## src/rtl/jtag_pkg.sv

```systemverilog
`default_nettype none
// ============================================================================
//  Module      : jtag_pkg
//  Description : Shared definitions for the JTAG scan sequencer. Holds the
//                IEEE 1149.1 TAP state encoding, the command op-codes, the
//                sequencer FSM states and the TAP next-state function.
//  Revision    : 1.0  - initial release
// ============================================================================
package jtag_pkg;

  // TAP controller states, using the IEEE 1149.1 reference encoding.
  typedef enum logic [3:0] {
    EXIT2_DR         = 4'h0,
    EXIT1_DR         = 4'h1,
    SHIFT_DR         = 4'h2,
    PAUSE_DR         = 4'h3,
    SELECT_IR_SCAN   = 4'h4,
    UPDATE_DR        = 4'h5,
    CAPTURE_DR       = 4'h6,
    SELECT_DR_SCAN   = 4'h7,
    EXIT2_IR         = 4'h8,
    EXIT1_IR         = 4'h9,
    SHIFT_IR         = 4'hA,
    PAUSE_IR         = 4'hB,
    RUN_TEST_IDLE    = 4'hC,
    UPDATE_IR        = 4'hD,
    CAPTURE_IR       = 4'hE,
    TEST_LOGIC_RESET = 4'hF
  } tap_state_e;

  // Command op-codes.
  localparam logic [1:0] OP_RESET   = 2'd0;
  localparam logic [1:0] OP_IR_SCAN = 2'd1;
  localparam logic [1:0] OP_DR_SCAN = 2'd2;
  localparam logic [1:0] OP_IDLE    = 2'd3;

  // RESET command: this many TMS=1 cycles followed by a single TMS=0.
  localparam int RST_ONES = 5;

  // Sequencer phases. Each state names the phase whose TMS value is on the
  // tms output during that cycle.
  typedef enum logic [3:0] {
    INIT     = 4'd0,
    READY    = 4'd1,
    SEL_DR   = 4'd2,
    SEL_IR   = 4'd3,
    CAPTURE  = 4'd4,
    SHIFT    = 4'd5,
    EXIT1    = 4'd6,
    UPDATE   = 4'd7,
    RST_SEQ  = 4'd8,
    IDLE_CNT = 4'd9,
    DONE     = 4'd10
  } seq_state_e;

  // IEEE 1149.1 TAP next-state function.
  function automatic tap_state_e tap_next_state(input tap_state_e state,
                                                input logic       tms);
    tap_state_e nxt;
    case (state)
      TEST_LOGIC_RESET: nxt = tms ? TEST_LOGIC_RESET : RUN_TEST_IDLE;
      RUN_TEST_IDLE:    nxt = tms ? SELECT_DR_SCAN   : RUN_TEST_IDLE;
      SELECT_DR_SCAN:   nxt = tms ? SELECT_IR_SCAN   : CAPTURE_DR;
      CAPTURE_DR:       nxt = tms ? EXIT1_DR         : SHIFT_DR;
      SHIFT_DR:         nxt = tms ? EXIT1_DR         : SHIFT_DR;
      EXIT1_DR:         nxt = tms ? UPDATE_DR        : PAUSE_DR;
      PAUSE_DR:         nxt = tms ? EXIT2_DR         : PAUSE_DR;
      EXIT2_DR:         nxt = tms ? UPDATE_DR        : SHIFT_DR;
      UPDATE_DR:        nxt = tms ? SELECT_DR_SCAN   : RUN_TEST_IDLE;
      SELECT_IR_SCAN:   nxt = tms ? TEST_LOGIC_RESET : CAPTURE_IR;
      CAPTURE_IR:       nxt = tms ? EXIT1_IR         : SHIFT_IR;
      SHIFT_IR:         nxt = tms ? EXIT1_IR         : SHIFT_IR;
      EXIT1_IR:         nxt = tms ? UPDATE_IR        : PAUSE_IR;
      PAUSE_IR:         nxt = tms ? EXIT2_IR         : PAUSE_IR;
      EXIT2_IR:         nxt = tms ? UPDATE_IR        : SHIFT_IR;
      UPDATE_IR:        nxt = tms ? SELECT_DR_SCAN   : RUN_TEST_IDLE;
      default:          nxt = TEST_LOGIC_RESET;
    endcase
    return nxt;
  endfunction

endpackage : jtag_pkg
`default_nettype wire

```

## src/rtl/jtag_tap_mirror.sv

```systemverilog
`default_nettype none
// ============================================================================
//  Module      : jtag_tap_mirror
//  Description : Shadow copy of the TAP controller state. Advances on every
//                rising tclk using the TMS value the TAP samples at that edge;
//                forced to Test-Logic-Reset while trst is low.
//  Ports       : tclk_i  - TAP clock
//                trst_i  - asynchronous active-low TAP reset
//                tms_i   - TMS as seen by the TAP
//                state_o - mirrored TAP state
//  Revision    : 1.0  - initial release
// ============================================================================
module jtag_tap_mirror
  import jtag_pkg::*;
(
  input  logic       tclk_i,
  input  logic       trst_i,
  input  logic       tms_i,
  output tap_state_e state_o
);

  tap_state_e state_q;

  always_ff @(posedge tclk_i or negedge trst_i) begin
    if (!trst_i) begin
      state_q <= TEST_LOGIC_RESET;
    end else begin
      state_q <= tap_next_state(state_q, tms_i);
    end
  end

  assign state_o = state_q;

endmodule : jtag_tap_mirror
`default_nettype wire

```

## src/rtl/jtag_scan_sequencer.sv

```systemverilog
`default_nettype none
// ============================================================================
//  Module      : jtag_scan_sequencer
//  Description : Host-side JTAG master. Accepts one scan command at a time
//                and emits the registered TMS/TDI stream that walks the TAP
//                Run-Test/Idle -> IR or DR scan -> Run-Test/Idle, capturing
//                TDO into a response word.
//  Ports       : tclk_i      - TAP clock (rising edge)
//                trst_i      - asynchronous active-low reset
//                cmd_valid_i / cmd_ready_o - command handshake
//                cmd_op_i    - 0 RESET, 1 IR_SCAN, 2 DR_SCAN, 3 IDLE
//                cmd_len_i   - scan length in bits / idle cycle count
//                cmd_data_i  - TDI bits, LSB shifted first
//                tms_o, tdi_o - registered TAP drive
//                tdo_i       - serial data from the scanned register
//                rsp_valid_o - one-cycle completion pulse
//                rsp_data_o  - captured TDO bits, held until next completion
//                tap_state_o - mirrored TAP state
//  Revision    : 1.0  - initial release
// ============================================================================
module jtag_scan_sequencer
  import jtag_pkg::*;
#(
  parameter  int MAX_LEN = 32,
  localparam int LEN_W   = $clog2(MAX_LEN + 1)
) (
  input  logic               tclk_i,
  input  logic               trst_i,
  input  logic               cmd_valid_i,
  output logic               cmd_ready_o,
  input  logic [1:0]         cmd_op_i,
  input  logic [LEN_W-1:0]   cmd_len_i,
  input  logic [MAX_LEN-1:0] cmd_data_i,
  output logic               tms_o,
  output logic               tdi_o,
  input  logic               tdo_i,
  output logic               rsp_valid_o,
  output logic [MAX_LEN-1:0] rsp_data_o,
  output logic [3:0]         tap_state_o
);

  localparam int IDX_W = (MAX_LEN > 1) ? $clog2(MAX_LEN) : 1;

  seq_state_e         state_q, state_d;
  logic [LEN_W-1:0]   cnt_q,   cnt_d;
  logic [LEN_W-1:0]   len_q,   len_d;
  logic               is_ir_q, is_ir_d;
  logic [MAX_LEN-1:0] data_q,  data_d;
  logic [MAX_LEN-1:0] cap_q,   cap_d;
  logic [MAX_LEN-1:0] rsp_q,   rsp_d;
  logic               tms_q,   tms_d;
  logic               tdi_q,   tdi_d;

  logic               accept;
  logic               last_cnt;
  logic [LEN_W-1:0]   scan_len;
  tap_state_e         mirror_state;

  assign cmd_ready_o = (state_q == READY) || (state_q == DONE);
  assign accept      = cmd_valid_i && cmd_ready_o;
  assign last_cnt    = (cnt_q == (len_q - LEN_W'(1)));

  // Scan lengths are clamped to 1..MAX_LEN.
  always_comb begin
    scan_len = cmd_len_i;
    if (cmd_len_i == '0) begin
      scan_len = LEN_W'(1);
    end else if (cmd_len_i > LEN_W'(MAX_LEN)) begin
      scan_len = LEN_W'(MAX_LEN);
    end
  end

  // Next-state logic. TMS/TDI are computed from the *next* phase so that the
  // registered outputs line up with the phase during the following cycle.
  always_comb begin
    state_d = state_q;
    cnt_d   = cnt_q;
    len_d   = len_q;
    is_ir_d = is_ir_q;
    data_d  = data_q;
    cap_d   = cap_q;
    rsp_d   = rsp_q;

    case (state_q)
      // Two cycles: the first edge after reset release drops TMS, the second
      // lets the TAP fall from Test-Logic-Reset into Run-Test/Idle.
      INIT: begin
        if (cnt_q != '0) begin
          state_d = READY;
          cnt_d   = '0;
        end else begin
          cnt_d = cnt_q + LEN_W'(1);
        end
      end

      READY, DONE: begin
        state_d = READY;
        if (accept) begin
          data_d  = cmd_data_i;
          cap_d   = '0;
          cnt_d   = '0;
          is_ir_d = (cmd_op_i == OP_IR_SCAN);
          case (cmd_op_i)
            OP_RESET: begin
              state_d = RST_SEQ;
              len_d   = '0;
            end
            OP_IR_SCAN, OP_DR_SCAN: begin
              state_d = SEL_DR;
              len_d   = scan_len;
            end
            default: begin // OP_IDLE
              len_d   = cmd_len_i;
              state_d = (cmd_len_i == '0) ? DONE : IDLE_CNT;
            end
          endcase
        end
      end

      SEL_DR: state_d = is_ir_q ? SEL_IR : CAPTURE;

      SEL_IR: state_d = CAPTURE;

      // Two TMS=0 cycles: Select -> Capture, then Capture -> Shift.
      CAPTURE: begin
        if (cnt_q != '0) begin
          state_d = SHIFT;
          cnt_d   = '0;
        end else begin
          cnt_d = cnt_q + LEN_W'(1);
        end
      end

      SHIFT: begin
        cap_d[cnt_q[IDX_W-1:0]] = tdo_i;
        if (last_cnt) begin
          state_d = EXIT1;
          cnt_d   = '0;
        end else begin
          cnt_d = cnt_q + LEN_W'(1);
        end
      end

      EXIT1: state_d = UPDATE;

      UPDATE: state_d = DONE;

      RST_SEQ: begin
        if (cnt_q == LEN_W'(RST_ONES)) begin
          state_d = DONE;
          cnt_d   = '0;
        end else begin
          cnt_d = cnt_q + LEN_W'(1);
        end
      end

      IDLE_CNT: begin
        if (last_cnt) begin
          state_d = DONE;
          cnt_d   = '0;
        end else begin
          cnt_d = cnt_q + LEN_W'(1);
        end
      end

      default: begin
        state_d = INIT;
        cnt_d   = '0;
      end
    endcase

    // The response word is published on entry to DONE; cap_d is already
    // cleared for commands that never shift.
    if (state_d == DONE) begin
      rsp_d = cap_d;
    end
  end

  // Output drive for the phase entered at the coming edge.
  always_comb begin
    tms_d = 1'b0;
    tdi_d = 1'b0;
    case (state_d)
      SEL_DR, SEL_IR, EXIT1: tms_d = 1'b1;
      SHIFT: begin
        tms_d = (cnt_d == (len_d - LEN_W'(1)));
        tdi_d = data_d[cnt_d[IDX_W-1:0]];
      end
      RST_SEQ: tms_d = (cnt_d < LEN_W'(RST_ONES));
      default: tms_d = 1'b0;
    endcase
  end

  always_ff @(posedge tclk_i or negedge trst_i) begin
    if (!trst_i) begin
      state_q <= INIT;
      cnt_q   <= '0;
      len_q   <= '0;
      is_ir_q <= 1'b0;
      data_q  <= '0;
      cap_q   <= '0;
      rsp_q   <= '0;
      tms_q   <= 1'b1;
      tdi_q   <= 1'b0;
    end else begin
      state_q <= state_d;
      cnt_q   <= cnt_d;
      len_q   <= len_d;
      is_ir_q <= is_ir_d;
      data_q  <= data_d;
      cap_q   <= cap_d;
      rsp_q   <= rsp_d;
      tms_q   <= tms_d;
      tdi_q   <= tdi_d;
    end
  end

  jtag_tap_mirror u_mirror (
    .tclk_i  (tclk_i),
    .trst_i  (trst_i),
    .tms_i   (tms_q),
    .state_o (mirror_state)
  );

  assign tms_o       = tms_q;
  assign tdi_o       = tdi_q;
  assign rsp_valid_o = (state_q == DONE);
  assign rsp_data_o  = rsp_q;
  assign tap_state_o = mirror_state;

endmodule : jtag_scan_sequencer
`default_nettype wire

```

## config.mk

```make
export PLATFORM = sky130hd
export DESIGN_NAME = jtag_scan_sequencer
export DESIGN_NICKNAME = d
export VERILOG_FILES = /design/src/rtl/jtag_pkg.sv /design/src/rtl/jtag_tap_mirror.sv /design/src/rtl/jtag_scan_sequencer.sv
export SDC_FILE = /design/constraint.sdc
export NUM_CORES = 1
export LEC_CHECK = 0
export ABC_AREA = 1
export BUFFER_PORTS_ARGS = -buffer_cell sky130_fd_sc_hd__buf_2
export CORE_MARGIN = 4
export CORE_UTILIZATION = 55
export DETAILED_ROUTE_END_ITERATION = 16
export PLACE_DENSITY_LB_ADDON = 0.25
export SLEW_MARGIN = 20
export SYNTH_ARGS = -nofsm -noshare
export SYNTH_HDL_FRONTEND = slang
export SYNTH_SLANG_ARGS = --single-unit
```

## constraint.sdc

```tcl
create_clock -name tclk_i -period 6 [get_ports tclk_i]
set_clock_uncertainty 0.15 [all_clocks]
set_input_delay 0.6 -clock tclk_i [delete_from_list [all_inputs] [get_ports tclk_i]]
set_output_delay 0.6 -clock tclk_i [all_outputs]
set_load 0.1 [all_outputs]
```

==> results_tabular.tex <==
\begin{tabular}{lr}
\hline
Metric & Value \\
\hline
\multicolumn{2}{l}{\textbf{Run status}} \\
Result of the run & finished clean \\
\multicolumn{2}{l}{\textbf{Die}} \\
Standard-cell row count & 38 \\
Core ar. & 10800 um\^{}2 \\
IO Pins & 84 \\
Die Span X & 113 um \\
Total Die Area & 12800 um\^{}2 \\
Initial Utilization & 56.2\% \\
Die extent in y & 113 um \\
\multicolumn{2}{l}{\textbf{GRT}} \\
Antenna violations before repair & 0 \\
Number of global-route vias before repair & 5286 \\
Global-route wire length before repair & 25400 um \\
Combined global-route utilization of all metal layers & 24.8\% \\
Largest net degree at the start of global routing & 71 \\
Remaining global-route overflow & 0 \\
\multicolumn{2}{l}{\textbf{STA}} \\
Final number of hold-violating endpoints & 0 \\
Setup Viol. Count Final & 0 \\
Clock period minus final worst setup slack & 3.49 ns \\
Setup Total Neg Slack & 0 ns \\
RSZ-0062 raised after global routing & false \\
Crit share post-route & 58.1\% \\
Final WS setup & 2.51 ns \\
Final count of pins violating max slew & 0 \\
Transition time at the pin with the least slew margin & 0.857 ns \\
Upper clock frequency limit & 287 MHz \\
Slew margin rel. & 42.9\% \\
\multicolumn{2}{l}{\textbf{Logic synthesis}} \\
Ranking of synthesized cells by area & sky130\_fd\_sc\_hd\_\_dfrtp\_1 (47\%), sky130\_fd\_sc\_hd\_\_nand2\_1 (12\%), sky130\_fd\_sc\_hd\_\_nand3\_1 (5.4\%) \\
Number of flops mapped to enable cells by yosys & 0 \\
Synthesized area per cell & 8.31 um\^{}2 \\
Area leader, netlist & sky130\_fd\_sc\_hd\_\_dfrtp\_1 \\
Gate count after technology mapping & 733 \\
Synth top area share & 46.9\% \\
Cell area after synthesis & 6090 um\^{}2 \\
Number of distinct standard cells referenced by the synthesized netlist & 42 \\
Post-synthesis async set-or-reset flop share & 100\% \\
Dominant register cell in the synthesized netlist & sky130\_fd\_sc\_hd\_\_dfrtp\_1 \\
\#FFs+latches synth & 119 \\
Mapped Nets & 785 \\
Fraction of the yosys area taken by sequential cells & 49.0\% \\
Number of warnings printed during yosys synthesis & 0 \\
\multicolumn{2}{l}{\textbf{Worst setup path}} \\
Delay contributed by the slowest stage of the critical path & 0.51 ns \\
Data required time at the worst endpoint & 6.26 ns \\
Peak fanout along the critical path & 44 \\
Family with the most delay on the worst path & simple AND/OR/NAND/NOR gates \\
CP startpoint kind & register \\
Kind of critical path & reg2reg \\
Number of buffers and inverters on the critical path & 3 \\
Setup crit end kind & register \\
R2R depth & 10 \\
Critical path depth in cells & 10 \\
Ordered list of cells on the worst path & inv\_1 > nor2\_1 > nand2\_1 > and2\_4 > nor2\_8 > inv\_4 > o311ai\_4 > nor3b\_4 > buf\_4 > mux2\_2 \\
Cell at the slowest stage of the critical path & sky130\_fd\_sc\_hd\_\_dfrtp\_1 \\
Arr. time, crit path & 3.75 ns \\
\multicolumn{2}{l}{\textbf{Cells and area}} \\
Final Instance Count excl. Fillers & 965 \\
Core utilization of the finished layout & 66.2\% \\
Post-layout net count & 864 \\
Fill cell count & 909 \\
Count of antenna diodes in the layout & 0 \\
Synth-to-Final Area Change & 17.9\% \\
Post-route cell area & 7180 um\^{}2 \\
Layout cells sized above 1 & 16.8\% \\
\multicolumn{2}{l}{\textbf{CTS}} \\
CTS H-tree lvls & 4 \\
Count of cells resized by post-cts repair & 0 \\
CTS clk-pin slew, worst paths & 0.06 ns \\
Insertion delay to the later sink of the worst-skew pair & 0.53 ns \\
CTS tree & yes \\
TritonCTS buffer count & 17 \\
Maximum clock path buffer count & 2 \\
Clock Tree Root & sky130\_fd\_sc\_hd\_\_clkbuf\_8 \\
Clock sink count & 119 \\
\multicolumn{2}{l}{\textbf{Detailed routing}} \\
Via density per instance & 5.55 \\
Drc violations & 0 \\
Length of the first detailed-routing pass in iterations & 6 \\
Post-route ant nets & 0 \\
Final Routed Wirelength & 15100 um \\
DR iter-0 viols & 481 \\
Via count & 5358 \\
DR WL/cell & 15.6 um \\
\multicolumn{2}{l}{\textbf{Pwr}} \\
PwrDens & 556 nW/um\^{}2 \\
Static leakage power & 0.00380 uW \\
Max rail drop VDD & 0.000368 V \\
\multicolumn{2}{l}{\textbf{Worst hold path}} \\
Tightest Hold Check Type & in2reg \\
Count of cells along the worst hold path & 3 \\
\multicolumn{2}{l}{\textbf{Place}} \\
Input/output buffers & 83 \\
Global placer's final weighted congestion & 0.963 \\
DPL Wire Length & 10400 um \\
Post-placement worst setup slack & 2.52 ns \\
Cell count after placement & 932 \\
Total placed instance area & 6560 um\^{}2 \\
\multicolumn{2}{l}{\textbf{Job}} \\
Number of maximum-capacitance violations & 0 \\
\hline
\end{tabular}
-- report_power, final --
part           leakage [uW]  switching, uW  internal, uW  total [uW]
Combinational       0.00192           1340           486        1830
Clock              0.000301            351           685        1040
Sequential          0.00158            121          1010        1130
-- cell type report --
| cell class | instances | area [um^2] | area share, % |
|---|---|---|---|
| clock inverters | 8 | 118 | 1.64 |
| multi-input cells | 501 | 2640 | 36.7 |
| repair buffers | 87 | 450 | 6.28 |
| flip-flops and latches | 119 | 2980 | 41.6 |
| well taps | 140 | 175 | 2.44 |
| inverters | 86 | 325 | 4.53 |
| clock buffers | 24 | 490 | 6.83 |
-- routing by layer --
metal	vias to the layer above	share of wire [%]	GRT usage, %
met1	2536	44	33.9
met5	-	0	0
met4	0	2.1	9.78
met2	229	47	38.3
li1	2562	-	-
met3	31	6.7	6.04
-- flip-flops by register name, indices dropped and copies added, names as in the netlist --
signal,cells
rsp_data_o,32
is_ir_q,1
cnt_q,6
tms_o,1
u_mirror.state_o,4
tdi_o,1
len_q,6
state_q,4
data_q,32
cap_q,32
-- cells in the mapped netlist, types with 3 or more instances --
library cell                 n
sky130_fd_sc_hd__nor2_1     47
sky130_fd_sc_hd__clkbuf_1   11
sky130_fd_sc_hd__buf_6       3
sky130_fd_sc_hd__buf_2      10
sky130_fd_sc_hd__ha_1        8
sky130_fd_sc_hd__mux2_2      5
sky130_fd_sc_hd__a21oi_1    35
sky130_fd_sc_hd__inv_2       3
sky130_fd_sc_hd__nand3_1    66
sky130_fd_sc_hd__nand2_1   202
sky130_fd_sc_hd__inv_1      81
sky130_fd_sc_hd__o22ai_1    18
sky130_fd_sc_hd__o21ai_0    46
sky130_fd_sc_hd__dfstp_2     5
sky130_fd_sc_hd__o21ai_1     3
sky130_fd_sc_hd__nor3_1      6
sky130_fd_sc_hd__xor2_1      9
sky130_fd_sc_hd__mux2_1     27
sky130_fd_sc_hd__nand4_1     5
sky130_fd_sc_hd__a31oi_1     4
sky130_fd_sc_hd__dfrtp_1   114
-- tightest hold or removal path, stage by stage --
cell                      delay [ns]
sky130_fd_sc_hd__buf_2          0.07
sky130_fd_sc_hd__nand2_1        0.04
sky130_fd_sc_hd__nand2_1        0.08
-- through the flow --
step	total power [uW]	hold slack (ns)
floorplan	2580	0.154
global placement	2870	0.305
detailed placement	2930	0.308
CTS	3990	0.123
global route	4280	0.149
finish	3990	0.151
-- final timing paths --
check | startpoint | endpoint | slack (ns)
max | state_q[0] | rsp_data_o[1] | 2.51
min | cmd_data_i[1] | data_q[1] | 0.15
max reg2reg | state_q[0] | rsp_data_o[1] | 2.51
min reg2reg | data_q[29] | data_q[29] | 0.32
max in group asynchronous | trst_i | len_q[1] | 3.91
min in group asynchronous | trst_i | rsp_data_o[31] | 0.49
-- repair_timing --
item / 4_1_cts / 5_1_grt
hold buffers: 1 / 0
endpoints found under the hold margin: 45 / 0
buffers inserted: 0 / 0
setup endpoints to repair: 0 / 0
-- placed cells by master (no fill, tap or decap), drive strengths merged, types with 8 or more instances in the layout --
cell type	synthesis	final
xor2	9	9
nor2	50	50
inv	85	85
a21oi	36	36
mux2	32	32
buf	16	86
o22ai	18	18
clkbuf	11	24
nand2	203	203
ha	8	8
dfrtp	114	114
nand3	66	66
o21ai	49	49
-- cells by family after synthesis --
logic type                 after synthesis  synth area share [%]
buffers and inverters                  113                  7.71
and+or+nand+nor                        333                  23.0
xor gates and xnor gates                11                  1.58
muxes                                   33                  6.08
AOI/OAI and AO/OA                      116                  11.0
DFF                                    119                  49.0
adders and majority gates                8                  1.64
(Power assumes the default switching activity.)
